File: src/rtl/rx_lane_sync_ctrl_if.sv
// Signal bundle between the RX lane bring-up controller, the RX gearbox and the descrambler.
// The slave modport is the controller's view; the master modport is the surrounding lane logic.
interface rx_lane_sync_ctrl_if;
    logic       ENABLE;
    logic       FORCE_PASSTHROUGH;
    logic [1:0] HEADER_IN;
    logic       DESCR_LOCKED;
    logic       GEARBOX_SLIP;
    logic       DESCR_RESET;
    logic       DESCR_PASSTHROUGH;
    logic       BLOCK_LOCK;
    logic       LANE_UP;
    logic [7:0] RELOCK_CNT;

    modport master (
        output ENABLE, FORCE_PASSTHROUGH, HEADER_IN, DESCR_LOCKED,
        input  GEARBOX_SLIP, DESCR_RESET, DESCR_PASSTHROUGH, BLOCK_LOCK, LANE_UP, RELOCK_CNT
    );

    modport slave (
        input  ENABLE, FORCE_PASSTHROUGH, HEADER_IN, DESCR_LOCKED,
        output GEARBOX_SLIP, DESCR_RESET, DESCR_PASSTHROUGH, BLOCK_LOCK, LANE_UP, RELOCK_CNT
    );
endinterface

File: src/rtl/rx_lane_sync_ctrl.sv
// Interlaken RX lane bring-up: 64b/67b block lock by header hunting with gearbox slip,
// then descrambler release, lock supervision with timeout, and lane-up declaration.
module rx_lane_sync_ctrl #(
    parameter int unsigned SH_CNT_MAX     = 64,
    parameter int unsigned SH_WINDOW      = 64,
    parameter int unsigned SH_INVALID_MAX = 16,
    parameter int unsigned SLIP_WAIT      = 32,
    parameter int unsigned LOCK_TIMEOUT   = 2048
) (
    input  logic               USER_CLK,
    input  logic               SYSTEM_RESET,
    rx_lane_sync_ctrl_if.slave lane
);
    localparam int unsigned GOOD_W = $clog2(SH_CNT_MAX + 1);
    localparam int unsigned WIN_W  = $clog2(SH_WINDOW + 1);
    localparam int unsigned BAD_W  = $clog2(SH_INVALID_MAX + 1);
    localparam int unsigned SLIP_W = $clog2(SLIP_WAIT + 1);
    localparam int unsigned TO_W   = $clog2(LOCK_TIMEOUT + 1);

    typedef enum logic [2:0] {
        ST_IDLE,
        ST_HUNT,
        ST_SLIP_HOLD,
        ST_DESCR_WAIT,
        ST_UP
    } state_t;

    state_t            state, state_nxt;
    logic [GOOD_W-1:0] good_ctr, good_nxt;
    logic [SLIP_W-1:0] slip_ctr, slip_ctr_nxt;
    logic [TO_W-1:0]   to_ctr, to_nxt;
    logic [WIN_W-1:0]  win_ctr, win_nxt;
    logic [BAD_W-1:0]  bad_ctr, bad_nxt, bad_inc;
    logic              hdr_ok;
    logic              pt_change;
    logic              in_lock;
    logic              win_end;
    logic              win_fail;
    logic              slip_nxt;
    logic              lock_loss;
    logic              pt_q;
    logic              slip_q;
    logic              descr_reset_q;
    logic              block_lock_q;
    logic              lane_up_q;
    logic [7:0]        relock_q;

    always_comb begin
        hdr_ok    = lane.HEADER_IN[1] ^ lane.HEADER_IN[0];
        pt_change = (lane.FORCE_PASSTHROUGH != pt_q);
        in_lock   = (state == ST_DESCR_WAIT) || (state == ST_UP);
        bad_inc   = bad_ctr + BAD_W'(!hdr_ok);
        win_end   = (win_ctr == WIN_W'(SH_WINDOW - 1));
        // The failing header may also be the last of its window; failure wins over the clear.
        win_fail  = in_lock && (bad_inc == BAD_W'(SH_INVALID_MAX));

        state_nxt    = state;
        good_nxt     = '0;
        slip_ctr_nxt = '0;
        to_nxt       = '0;
        win_nxt      = '0;
        bad_nxt      = '0;
        slip_nxt     = 1'b0;
        lock_loss    = 1'b0;

        if (in_lock) begin
            win_nxt = win_end ? '0 : win_ctr + WIN_W'(1);
            bad_nxt = win_end ? '0 : bad_inc;
        end

        if (!lane.ENABLE) begin
            state_nxt = ST_IDLE;
        end else if ((state != ST_IDLE) && pt_change) begin
            state_nxt = ST_HUNT;
        end else begin
            unique case (state)
                ST_IDLE: begin
                    state_nxt = ST_HUNT;
                end
                ST_HUNT: begin
                    if (!hdr_ok) begin
                        slip_nxt  = 1'b1;
                        state_nxt = ST_SLIP_HOLD;
                    end else if (good_ctr == GOOD_W'(SH_CNT_MAX - 1)) begin
                        state_nxt = lane.FORCE_PASSTHROUGH ? ST_UP : ST_DESCR_WAIT;
                    end else begin
                        good_nxt = good_ctr + GOOD_W'(1);
                    end
                end
                ST_SLIP_HOLD: begin
                    if (slip_ctr == SLIP_W'(SLIP_WAIT - 1)) begin
                        state_nxt = ST_HUNT;
                    end else begin
                        slip_ctr_nxt = slip_ctr + SLIP_W'(1);
                    end
                end
                ST_DESCR_WAIT: begin
                    if (win_fail) begin
                        state_nxt = ST_HUNT;
                        lock_loss = 1'b1;
                    end else if (lane.DESCR_LOCKED) begin
                        state_nxt = ST_UP;
                    end else if (to_ctr == TO_W'(LOCK_TIMEOUT - 1)) begin
                        state_nxt = ST_HUNT;
                        lock_loss = 1'b1;
                    end else begin
                        to_nxt = to_ctr + TO_W'(1);
                    end
                end
                ST_UP: begin
                    if (win_fail) begin
                        state_nxt = ST_HUNT;
                        lock_loss = 1'b1;
                    end else if (!pt_q && !lane.DESCR_LOCKED) begin
                        state_nxt = ST_DESCR_WAIT;
                        lock_loss = 1'b1;
                    end
                end
                default: begin
                    state_nxt = ST_IDLE;
                end
            endcase
        end

        if ((state_nxt != ST_DESCR_WAIT) && (state_nxt != ST_UP)) begin
            win_nxt = '0;
            bad_nxt = '0;
        end
    end

    // Outputs are decoded from the next state so they change on the same edge as the state.
    always_ff @(posedge USER_CLK or posedge SYSTEM_RESET) begin
        if (SYSTEM_RESET) begin
            state         <= ST_IDLE;
            good_ctr      <= '0;
            slip_ctr      <= '0;
            to_ctr        <= '0;
            win_ctr       <= '0;
            bad_ctr       <= '0;
            pt_q          <= 1'b0;
            slip_q        <= 1'b0;
            descr_reset_q <= 1'b1;
            block_lock_q  <= 1'b0;
            lane_up_q     <= 1'b0;
            relock_q      <= '0;
        end else begin
            state         <= state_nxt;
            good_ctr      <= good_nxt;
            slip_ctr      <= slip_ctr_nxt;
            to_ctr        <= to_nxt;
            win_ctr       <= win_nxt;
            bad_ctr       <= bad_nxt;
            pt_q          <= lane.FORCE_PASSTHROUGH;
            slip_q        <= slip_nxt;
            descr_reset_q <= (state_nxt == ST_IDLE) || (state_nxt == ST_HUNT) ||
                             (state_nxt == ST_SLIP_HOLD);
            block_lock_q  <= (state_nxt == ST_DESCR_WAIT) || (state_nxt == ST_UP);
            lane_up_q     <= (state_nxt == ST_UP);
            if (lock_loss && (relock_q != '1)) begin
                relock_q <= relock_q + 8'd1;
            end
        end
    end

    assign lane.GEARBOX_SLIP      = slip_q;
    assign lane.DESCR_RESET       = descr_reset_q;
    assign lane.DESCR_PASSTHROUGH = pt_q;
    assign lane.BLOCK_LOCK        = block_lock_q;
    assign lane.LANE_UP           = lane_up_q;
    assign lane.RELOCK_CNT        = relock_q;
endmodule

File: src/flat_wrapper.sv
// flat-port wrapper written by rule: the top's interface ports become plain ports
module rx_lane_sync_ctrl_flat 
#(
    parameter int unsigned SH_CNT_MAX     = 64,
    parameter int unsigned SH_WINDOW      = 64,
    parameter int unsigned SH_INVALID_MAX = 16,
    parameter int unsigned SLIP_WAIT      = 32,
    parameter int unsigned LOCK_TIMEOUT   = 2048
)
  (USER_CLK, SYSTEM_RESET, lane_ENABLE, lane_FORCE_PASSTHROUGH, lane_HEADER_IN, lane_DESCR_LOCKED, lane_GEARBOX_SLIP, lane_DESCR_RESET, lane_DESCR_PASSTHROUGH, lane_BLOCK_LOCK, lane_LANE_UP, lane_RELOCK_CNT);
  rx_lane_sync_ctrl_if lane_i ();
  input  logic USER_CLK;
  input  logic SYSTEM_RESET;
  input wire logic [$bits(lane_i.ENABLE)-1:0] lane_ENABLE;
  input wire logic [$bits(lane_i.FORCE_PASSTHROUGH)-1:0] lane_FORCE_PASSTHROUGH;
  input wire logic [$bits(lane_i.HEADER_IN)-1:0] lane_HEADER_IN;
  input wire logic [$bits(lane_i.DESCR_LOCKED)-1:0] lane_DESCR_LOCKED;
  output wire logic [$bits(lane_i.GEARBOX_SLIP)-1:0] lane_GEARBOX_SLIP;
  output wire logic [$bits(lane_i.DESCR_RESET)-1:0] lane_DESCR_RESET;
  output wire logic [$bits(lane_i.DESCR_PASSTHROUGH)-1:0] lane_DESCR_PASSTHROUGH;
  output wire logic [$bits(lane_i.BLOCK_LOCK)-1:0] lane_BLOCK_LOCK;
  output wire logic [$bits(lane_i.LANE_UP)-1:0] lane_LANE_UP;
  output wire logic [$bits(lane_i.RELOCK_CNT)-1:0] lane_RELOCK_CNT;
  assign lane_i.ENABLE = lane_ENABLE;
  assign lane_i.FORCE_PASSTHROUGH = lane_FORCE_PASSTHROUGH;
  assign lane_i.HEADER_IN = lane_HEADER_IN;
  assign lane_i.DESCR_LOCKED = lane_DESCR_LOCKED;
  assign lane_GEARBOX_SLIP = lane_i.GEARBOX_SLIP;
  assign lane_DESCR_RESET = lane_i.DESCR_RESET;
  assign lane_DESCR_PASSTHROUGH = lane_i.DESCR_PASSTHROUGH;
  assign lane_BLOCK_LOCK = lane_i.BLOCK_LOCK;
  assign lane_LANE_UP = lane_i.LANE_UP;
  assign lane_RELOCK_CNT = lane_i.RELOCK_CNT;
  rx_lane_sync_ctrl #(.SH_CNT_MAX(SH_CNT_MAX), .SH_WINDOW(SH_WINDOW), .SH_INVALID_MAX(SH_INVALID_MAX), .SLIP_WAIT(SLIP_WAIT), .LOCK_TIMEOUT(LOCK_TIMEOUT)) u_core (.USER_CLK(USER_CLK), .SYSTEM_RESET(SYSTEM_RESET), .lane(lane_i));
endmodule
File: config.mk
export PLATFORM = sky130hd
export DESIGN_NAME = rx_lane_sync_ctrl_flat
export DESIGN_NICKNAME = d
export VERILOG_FILES = /design/src/rtl/rx_lane_sync_ctrl_if.sv /design/src/rtl/rx_lane_sync_ctrl.sv /design/src/flat_wrapper.sv
export SDC_FILE = /design/constraint.sdc
export NUM_CORES = 1
export LEC_CHECK = 0
export ABC_AREA = 1
export BUFFER_PORTS_ARGS = -buffer_cell sky130_fd_sc_hd__buf_2
export CELL_PAD_IN_SITES_DETAIL_PLACEMENT = 1
export CELL_PAD_IN_SITES_GLOBAL_PLACEMENT = 2
export CORE_UTILIZATION = 35
export CTS_BUF_LIST = sky130_fd_sc_hd__clkbuf_4
export CTS_CLUSTER_DIAMETER = 80
export DETAILED_ROUTE_END_ITERATION = 8
export PLACE_DENSITY = 0.84
export SYNTH_ARGS = -nofsm -noshare
export SYNTH_HDL_FRONTEND = slang
export SYNTH_SLANG_ARGS = --single-unit
File: constraint.sdc
create_clock -name USER_CLK -period 2 [get_ports USER_CLK]
set_input_delay 0.3 -clock USER_CLK [delete_from_list [all_inputs] [get_ports USER_CLK]]
set_output_delay 0.3 -clock USER_CLK [all_outputs]
set_load 0.01 [all_outputs]
Yosys cells after proc, flatten, opt, wreduce, memory -nomap -nowiden
Index checks and enable logic that the tools add are counted.
- reductions and logical operators: 15
- add/sub/neg operators: 6
- equality and inequality tests: 17
- bitwise logic cells: 1
- mux-type cells: 45
- operator list (operator ; number):
    $mux W12 ; 6
    $mux W7 ; 8
    $mux W3 ; 11
    $mux W6 ; 4
    $mux W5 ; 3
    $pmux W3 S5 ; 1
    $add A7 B1 Y7 const B ; 2
    $eq A7 B6 Y1 const B ; 2
    $add A12 B1 Y12 const B ; 1
    $eq A12 B11 Y1 const B ; 1
    $eq A3 B2 Y1 const B ; 4
    $mux W1 ; 11
    $add A8 B1 Y8 const B ; 1
    $ne A8 B8 Y1 const B ; 1
    $add A6 B1 Y6 const B ; 1
    $eq A3 B1 Y1 const B ; 2
    $eq A3 B3 Y1 const B ; 2
    $eq A6 B5 Y1 const B ; 1
    $logic_not A3 Y1 ; 2
    $add A5 B1 Y5 ; 1
    $eq A5 B5 Y1 const B ; 1
    $logic_and A1 B1 Y1 ; 5
    $logic_or A1 B1 Y1 ; 4
    $logic_not A1 Y1 ; 3
    6 further kinds ; 6
- word-level logic and storage cells: 96
- input port bits: 7
- flip-flop bits (word level): 53

Longest topological paths before layout
Gate-level depths: netlist (run 1).
- depth after elaboration: 12
- depth in mapped cells: 14
- gate-level depth less buffers: 14

Least setup slack after synthesis (run 1)
No wires, ideal clock.
- path kind: input to register
- start point: input lane_HEADER_IN[0]
- end point: register u_core.relock_q[1] (netlist: u_core.lane.RELOCK_CNT[1])
- data arrival time: 1.920 ns
- path slack: -0.045 ns
- path buffers: 0
- cell stages on the path: 10
- data required time: 1.875 ns
- setup time: 0.125 ns
- cell sequence: xnor2_1 ha_1 ha_1 nor2_1 nand3_1 nor2_1 nand2_4 nand3_1 nand2_4 mux2_4
- word-level cells in the longest chain between the ends: 10
- elaborated cells on any way between the ends: 11
- RTL lines (what ; line ; RTL):
    from (decl) ; flat_wrapper.sv:16 ; input wire logic [$bits(lane_i.HEADER_IN)-1:0] lane_HEADER_IN;
    $xor A1 B1 Y1 * ; rx_lane_sync_ctrl.sv:49 ; hdr_ok = lane.HEADER_IN[1] ^ lane.HEADER_IN[0];
    $logic_not A1 Y1 * ; rx_lane_sync_ctrl.sv:52 ; bad_inc = bad_ctr + BAD_W'(!hdr_ok);
    $add A5 B1 Y5 * ; rx_lane_sync_ctrl.sv:52 ;
    $eq A5 B5 Y1 * ; rx_lane_sync_ctrl.sv:55 ; win_fail = in_lock && (bad_inc == BAD_W'(SH_INVALID_MAX));
    $logic_and A1 B1 Y1 * ; rx_lane_sync_ctrl.sv:55 ;
    $mux W1, on equally long branches ; rx_lane_sync_ctrl.sv:111, rx_lane_sync_ctrl.sv:98 ;
    $pmux W1 S2 * ; rx_lane_sync_ctrl.sv:76 ; unique case (state)
    $mux W1 * ; rx_lane_sync_ctrl.sv:73 ; end else if ((state != ST_IDLE) && pt_change) begin
    $mux W1 * ; rx_lane_sync_ctrl.sv:71 ; if (!lane.ENABLE) begin
    $logic_and A1 B1 Y1 * ; rx_lane_sync_ctrl.sv:159 ; if (lock_loss && (relock_q != '1)) begin
    to (signal assigned) ; rx_lane_sync_ctrl.sv:160 ; relock_q <= relock_q + 8'd1;
    to (decl) ; rx_lane_sync_ctrl.sv:46 ; logic [7:0] relock_q;
Every way passes the cells marked *; elsewhere a longest branch is shown, timed or not.
A chain may end at the register's enable or synchronous reset.

Worst setup path after layout (run 1)
- start point: register u_core.bad_ctr[0]
- end point: register u_core.win_ctr[4]
- word-level cells in the longest chain between the ends: 10
- elaborated cells on any way between the ends: 12
- RTL lines (what ; line ; RTL):
    from (decl) ; rx_lane_sync_ctrl.sv:33 ; logic [BAD_W-1:0] bad_ctr, bad_nxt, bad_inc;
    from (signal assigned) ; rx_lane_sync_ctrl.sv:152 ; bad_ctr <= bad_nxt;
    $add A5 B1 Y5 * ; rx_lane_sync_ctrl.sv:52 ;
    $eq A5 B5 Y1 * ; rx_lane_sync_ctrl.sv:55 ;
    $logic_and A1 B1 Y1 * ; rx_lane_sync_ctrl.sv:55 ;
    $mux W3, on equally long branches ; rx_lane_sync_ctrl.sv:111, rx_lane_sync_ctrl.sv:98 ;
    $pmux W3 S5 * ; rx_lane_sync_ctrl.sv:76 ;
    $mux W3 * ; rx_lane_sync_ctrl.sv:73 ;
    $mux W3 * ; rx_lane_sync_ctrl.sv:71 ;
    $ne A3 B2 Y1 / $ne A3 B3 Y1 (equally long branches) ; rx_lane_sync_ctrl.sv:125 ; if ((state_nxt != ST_DESCR_WAIT) && (state_nxt != ST_UP)) begin
    $logic_and A1 B1 Y1 * ; rx_lane_sync_ctrl.sv:125 ;
    $mux W7 * ; rx_lane_sync_ctrl.sv:125 ;
    via u_core.win_nxt[4] ; rx_lane_sync_ctrl.sv:32 ; logic [WIN_W-1:0] win_ctr, win_nxt;
    to (signal assigned) ; rx_lane_sync_ctrl.sv:151 ; win_ctr <= win_nxt;
    to (decl) ; rx_lane_sync_ctrl.sv:32 ;
The timed path passes the listed nets; every way through them passes the cells marked *.

==> results of run 1 <==
-- through the flow --
step / hold slack, ns / setup TNS (ns) / total power [mW]
2_1_floorplan: 0.331 / 0 / 1.30
3_3_place_gp: 0.342 / -4.37 / 1.39
3_5_place_dp: 0.343 / -6.52 / 1.39
4_1_cts: 0.0725 / 0 / 2.04
5_1_grt: 0.0551 / -0.929 / 2.11
6_report: 0.0876 / 0 / 2.01
-- layer usage --
| metal | share of wire [%] | global-route usage (%) | vias to the layer above | routed length [µm] |
|---|---|---|---|---|
| li1 | - | - | 1099 | - |
| met5 | 0 | 0 | - | 0 |
| met1 | 46 | 20.3 | 1077 | 2830 |
| met2 | 51 | 27.2 | 22 | 3110 |
| met3 | 2.0 | 2.22 | 7 | 120 |
| met4 | 1.3 | 5.99 | 0 | 79 |
-- kinds of logic after synthesis --
group | synth area share (%)
compound gates | 6.53
xor+xnor | 7.06
fa+ha+maj | 3.07
buf+inv | 6.58
flops | 46.5
mux | 1.05
simple gates | 29.2
-- cell type report --
cell class	instances	share of cell area, %
tap	102	3.74
clock buffer	5	1.10
multi-input combinational	221	42.3
timing repair buffer	36	7.85
clock inverter	3	1.21
sequential	53	38.9
inverter	44	4.84
-- Yosys cell counts --
| cell type | number | area share (%) |
|---|---|---|
| nor2_1 | 44 | 5.8 |
| buf_6 | 2 | 0.79 |
| nand2_4 | 3 | 1.2 |
| dfstp_2 | 1 | 0.92 |
| nor2_2 | 2 | 0.44 |
| o21ai_0 | 3 | 0.53 |
| a31oi_1 | 1 | 0.22 |
| ha_1 | 7 | 3.1 |
| nor3b_2 | 3 | 1.3 |
| o31ai_4 | 1 | 0.75 |
| a311oi_1 | 1 | 0.31 |
| a21oi_2 | 10 | 3.1 |
| xnor2_1 | 6 | 1.8 |
| dfrtp_1 | 52 | 46 |
| nand3_1 | 22 | 3.9 |
| nand2_1 | 63 | 8.3 |
| nor2_4 | 4 | 1.6 |
| inv_1 | 40 | 5.3 |
| nor3b_1 | 2 | 0.53 |
| mux2_4 | 2 | 1.1 |
| nand3b_1 | 2 | 0.53 |
| nand4_4 | 1 | 0.75 |
| inv_2 | 4 | 0.53 |
| nor3_1 | 3 | 0.53 |
| o21ai_4 | 1 | 0.57 |
| nor3_2 | 2 | 0.70 |
| o22ai_1 | 1 | 0.22 |
| nor4_1 | 1 | 0.22 |
| or2_2 | 1 | 0.22 |
| nand4_1 | 6 | 1.3 |
| a21oi_1 | 5 | 0.88 |
| xor2_1 | 17 | 5.2 |
| nand3_4 | 1 | 0.61 |
| nand3_2 | 2 | 0.70 |
| nand2_2 | 3 | 0.66 |
-- timing repair --
item | CTS | global route
hold buffers | 1 | 0
endpoints found under the hold margin | 19 | 0
setup buffers | 2 | 0
resized for setup | 4 | 16
setup endpoints to repair | 17 | 19
gates cloned | 2 | 0
pin swaps | 5 | 5
-- worst register-to-register path, delay by kind of cell, from the launching register on --
family / cells / cell delay (ns)
AO/OA/AOI/OAI: 1 / 0.11
adder cells (fa/ha/maj): 2 / 0.43
buffers and inverters: 1 / 0.20
flip-flops: 1 / 0.40
AND/OR/NAND/NOR: 8 / 0.75
-- flip-flops by register name (all words and copies together) (netlist names) --
name,cells
u_core.lane.BLOCK_LOCK,1
u_core.win_ctr,7
u_core.to_ctr,12
u_core.lane.RELOCK_CNT,8
u_core.lane.DESCR_PASSTHROUGH,1
u_core.good_ctr,7
u_core.lane.DESCR_RESET,1
u_core.state,3
u_core.lane.GEARBOX_SLIP,1
u_core.bad_ctr,5
u_core.slip_ctr,6
u_core.lane.LANE_UP,1
-- final timing paths --
kind                                                      endpoint  slack (ns)                         from  cells after the start
setup / recovery                       u_core.win_ctr[4]$_DFF_PP0_        0.06  u_core.bad_ctr[0]$_DFF_PP0_                     12
hold / removal             u_core.lane.DESCR_PASSTHROUGH$_DFF_PP0_        0.09       lane_FORCE_PASSTHROUGH                      1
setup reg to reg                       u_core.win_ctr[4]$_DFF_PP0_        0.06  u_core.bad_ctr[0]$_DFF_PP0_                     12
hold reg to reg                         u_core.to_ctr[0]$_DFF_PP0_        0.47   u_core.to_ctr[0]$_DFF_PP0_                      1
max in group asynchronous        u_core.lane.DESCR_RESET$_DFF_PP1_        0.94                 SYSTEM_RESET                      4
min in group asynchronous               u_core.to_ctr[0]$_DFF_PP0_        0.46                 SYSTEM_RESET                      3
-- where the power goes --
group / leakage (nW) / total [mW] / switching [mW] / internal [mW]
clock network: 0.0389 / 0.604 / 0.345 / 0.259
logic: 0.826 / 0.285 / 0.178 / 0.107
registers: 0.722 / 1.12 / 0.0259 / 1.10
total: 1.59 / 2.01 / 0.549 / 1.46
==> results.toml, run 1 <==
[route]
vias = 2205
drtAntennaViolNets = 0
drc_errors = 0
viasPerCell = 4.75
routed_wl_um = 6140
firstDrtPassIters = 4
avgRoutedWirePerCell_um = 13.2
initialDrtViolationCount = 38

[global_route]
grt_pass1_vias = 2342
grt-ovfl-total = 0
antenna_found_initial = 0
grt_max_degree = 35
grt_pass1_wl_um = 10800
grtUsageTotal_pct = 15.9

[floorplanning]
fp-row-count = 32
fp.dieArea_um2 = 8520
start_util_pct = 36.6
fp.coreArea_um2 = 7810
die_w_um = 92.3
io_pins = 20
die_height_um = 92.3

[critical_path]
path_cells = "ha_2, ha_4, nor2_2, nand3_1, nor2_2, nand2_4, nand2_2, nand2_1, nand3_4, nand4_4, clkbuf_16, a21oi_4"
path_max_fanout = 6
critical_path_buf_inv_count = 1
critical_path.top_delay_family = "simple AND/OR/NAND/NOR gates"
endpoint_kind = "flip-flop"
path_class = "flip-flop to flip-flop"
slowest_delay_ns = 0.40
crit_top_cell = "nor2_2"
required_ns = 2.31
arrival_ns = 2.25
critPathLaunchType = "flip-flop"
slowest_stage = "dfrtp_1"

[logic_synthesis]
synthesis.nets = 333
synth-warning-count = 0
netlist_instances = 319
ys_ff_latch = 53
netlist_area_um2 = 2850
synth-seq-area-share_pct = 46.5
syn_avg_cell_area_um2 = 8.95
yosysUniqueCellTypes = 35

[placed_design]
dp_cells = 451
io_buffers = 19
pre_cts_slack_ns = -0.265
dp_hpwl_um = 4420
dpl-instance-area_um2 = 3190
place.gp.congestion = 0.807

[cells_and_area]
multi_input_area_um2 = 1440
drive_above_1_share_pct = 27.9
area_growth_pct = 19.5
diodes = 0
nNetsFinal = 375
layout_commonest_cell = "nand2_1"
fin_util_pct = 43.7
finish.instance_area_um2 = 3410
fin_cells = 464
seq_area_um2 = 1330
final_cell_mix = "nand2_1, dfrtp_1, nor2_1, inv_1, nand3_1"
fillCellCount = 943

[timing]
relSlewSlack_pct = 69.6
layout_worst_path_cycle_share_pct = 97.1
finClkSkew_ns = 0.00859
slew_violations = 0
max_freq_mhz = 515
worst-slew-pin-transition_ns = 0.456
hold_violations = 0
finalSetupViolCount = 0
grt_setup_unrepaired = "true"
period_minus_slack_ns = 1.94
worst_slack_ns = 0.0579

[power]
power_leakage_nw = 1.59
vdd_drop_max_mv = 0.219
power_density_nw_per_um2 = 590

[clocking]
cts_root_buf = "clkbuf_4"
insertion_delay_ns = 0.37
path_clk_slew_ns = 0.15
cts_tree = "built"
clock_path_buffers = 2
clock_sink_count = 53
cts.htree.levels = 2
cts_made_buffers = 5

[status]
status = "complete, no violations"

[min_path]
hp-class = "primary input to flip-flop"

[run]
maxCapViolations = 0
No activity file was read; power rests on OpenSTA's default activity.
==> run 2, diff against run 1 <==
--- a/config.mk
+++ b/config.mk
@@ -13,6 +13,7 @@
 export CTS_BUF_LIST = sky130_fd_sc_hd__clkbuf_4
 export CTS_CLUSTER_DIAMETER = 80
 export DETAILED_ROUTE_END_ITERATION = 8
+export MAX_ROUTING_LAYER = met4
 export PLACE_DENSITY = 0.84
 export SYNTH_ARGS = -nofsm -noshare
 export SYNTH_HDL_FRONTEND = slang
==> run 2 against run 1 <==
Compared with the run above: combinational power barely moved; largest power group unchanged; count of clock-buffer cells in the layout did not move; worst setup slack better by 0.0047 ns; final cell count did not move; register-to-register slack is essentially flat; global-route usage is 0.45 points higher; final area unchanged.
==> results.toml, run 2 (synthesis results as in run 1) <==
[route]
vias = 2212
routed_wl_um = 6100
drtAntennaViolNets = 0
avgRoutedWirePerCell_um = 13.2
drc_errors = 0
firstDrtPassIters = 4
viasPerCell = 4.77
initialDrtViolationCount = 37

[floorplanning]
fp-row-count = 32
fp.dieArea_um2 = 8520
fp.coreArea_um2 = 7810
io_pins = 20
die_height_um = 92.3
die_w_um = 92.3
start_util_pct = 36.6

[power]
power.net_switching_uw = 543
finalPower_mw = 2.00
power_density_nw_per_um2 = 588
vdd_drop_max_mv = 0.219
swShare_pct = 27.1
comb_power_share_pct = 14.2
p_clk_share_pct = 29.9
power_leakage_nw = 1.59
intPower_mw = 1.46
p_seq_share_pct = 55.9

[critical_path]
slowest_stage = "dfrtp_1"
path_max_fanout = 6
endpoint_kind = "flip-flop"
required_ns = 2.31
crit_top_cell = "nor2_2"
path_cells = "ha_2, ha_4, nor2_2, nand3_1, nor2_2, nand2_4, nand2_2, nand2_1, nand3_4, nand4_4, clkbuf_16, a21oi_4"
path_class = "flip-flop to flip-flop"
arrival_ns = 2.25
r2r_slack_ns = 0.06
slowest_delay_ns = 0.40
critPathLaunchType = "flip-flop"

[placed_design]
dp_hpwl_um = 4420
pre_cts_slack_ns = -0.265
io_buffers = 19
place.gp.congestion = 0.819
dp_cells = 451

[clocking]
cts_tree = "built"
clock_path_buffers = 2
path_clk_slew_ns = 0.15
clock_sink_count = 53
cts_root_buf = "clkbuf_4"
insertion_delay_ns = 0.37
cts.htree.levels = 2
cts_made_buffers = 5

[timing]
hold_violations = 0
layout_worst_path_cycle_share_pct = 96.9
whs_ns = 0.0918
worst_slack_ns = 0.0626
max_freq_mhz = 516
finalSetupViolCount = 0
slew_violations = 0
relSlewSlack_pct = 69.6
worst-slew-pin-transition_ns = 0.455
grt_setup_unrepaired = "true"
period_minus_slack_ns = 1.94
finClkSkew_ns = 0.00937

[global_route]
grt_max_degree = 35
grtUsageTotal_pct = 16.3
antenna_found_initial = 0
grt_pass1_vias = 2344
grt_pass1_wl_um = 10800
grt-ovfl-total = 0

[run]
maxCapViolations = 0

[cells_and_area]
layout_commonest_cell = "nand2_1"
nNetsFinal = 375
fillCellCount = 943
final_cell_mix = "nand2_1, dfrtp_1, nor2_1, inv_1, nand3_1"
drive_above_1_share_pct = 27.9
fin_cells = 464
seq_area_um2 = 1330
multi_input_area_um2 = 1440
largest_register = "u_core.to_ctr"
largest_reg_flops = 12
diodes = 0
area_growth_pct = 19.5

[min_path]
hp-class = "primary input to flip-flop"

[status]
status = "complete, no violations"
==> run 2: cell counts in the layout (fill, tap and decap cells not counted) <==
Identical to the previous run, type by type.
==> run 2: final cells by class <==
class / count / area share [%]
Tap cell: 102 / 3.74
Sequential cell: 53 / 38.9
Clock inverter: 3 / 1.21
Clock buffer: 5 / 1.10
Timing Repair Buffer: 36 / 7.85
Multi-Input combinational cell: 221 / 42.3
Inverter: 44 / 4.84
==> run 2: per-stage QoR <==
| step | utilization [%] | instance area, µm² | TNS (ns) |
|---|---|---|---|
| after floorplan | - | 2870 | 0 |
| after global placement | 40.8 | 3190 | -4.37 |
| after detailed placement | 40.8 | 3190 | -6.52 |
| after CTS | 42.9 | 3350 | 0 |
| after global routing | 43.7 | 3410 | -0.929 |
| final | 43.7 | 3410 | 0 |
==> run 2: worst max-delay path, delay by kind of cell, from the launching register on <==
family | cells | cell delay (ns)
AND/OR/NAND/NOR | 8 | 0.74
adder cells (fa/ha/maj) | 2 | 0.43
AO/OA/AOI/OAI | 1 | 0.11
flip-flops | 1 | 0.40
buffers and inverters | 1 | 0.20
==> run 2: routing by layer <==
| metal | wire length (µm) | global-route usage, % | part of all wire [%] |
|---|---|---|---|
| met1 | 2790 | 20.4 | 46 |
| met2 | 3100 | 27.1 | 51 |
| met3 | 117 | 2.13 | 1.9 |
| met4 | 95 | 5.99 | 1.6 |
| met5 | 0 | - | 0 |
==> run 2: worst paths after layout <==
path / end / depth (start not counted) / from
max reg2reg: u_core.win_ctr[4]$_DFF_PP0_ / 12 / u_core.bad_ctr[0]$_DFF_PP0_
max: u_core.win_ctr[4]$_DFF_PP0_ / 12 / u_core.bad_ctr[0]$_DFF_PP0_
min: u_core.lane.DESCR_PASSTHROUGH$_DFF_PP0_ / 1 / lane_FORCE_PASSTHROUGH
min reg2reg: u_core.to_ctr[0]$_DFF_PP0_ / 1 / u_core.to_ctr[0]$_DFF_PP0_
max in group asynchronous: u_core.lane.DESCR_RESET$_DFF_PP1_ / 4 / SYSTEM_RESET
min in group asynchronous: u_core.to_ctr[0]$_DFF_PP0_ / 3 / SYSTEM_RESET
==> run 2: power groups by stage <==
stage | Sequential [mW] | Clock [mW] | Combinational [mW]
after global routing | 1.13 | 0.668 | 0.317
after CTS | 1.12 | 0.640 | 0.275
after floorplan | 1.14 | 0 | 0.158
after global placement | 1.14 | 0 | 0.248
after detailed placement | 1.14 | 0 | 0.251
final | 1.12 | 0.599 | 0.285
==> run 2: what timing repair did <==
| item | CTS | global route |
|---|---|---|
| gates cloned | 2 | 0 |
| buffers inserted | 2 | 0 |
| endpoints found under the hold margin | 19 | 0 |
| pin swaps | 5 | 5 |
| resized for setup | 4 | 16 |
| hold buffers | 1 | 0 |
| endpoints found under the setup margin | 17 | 19 |
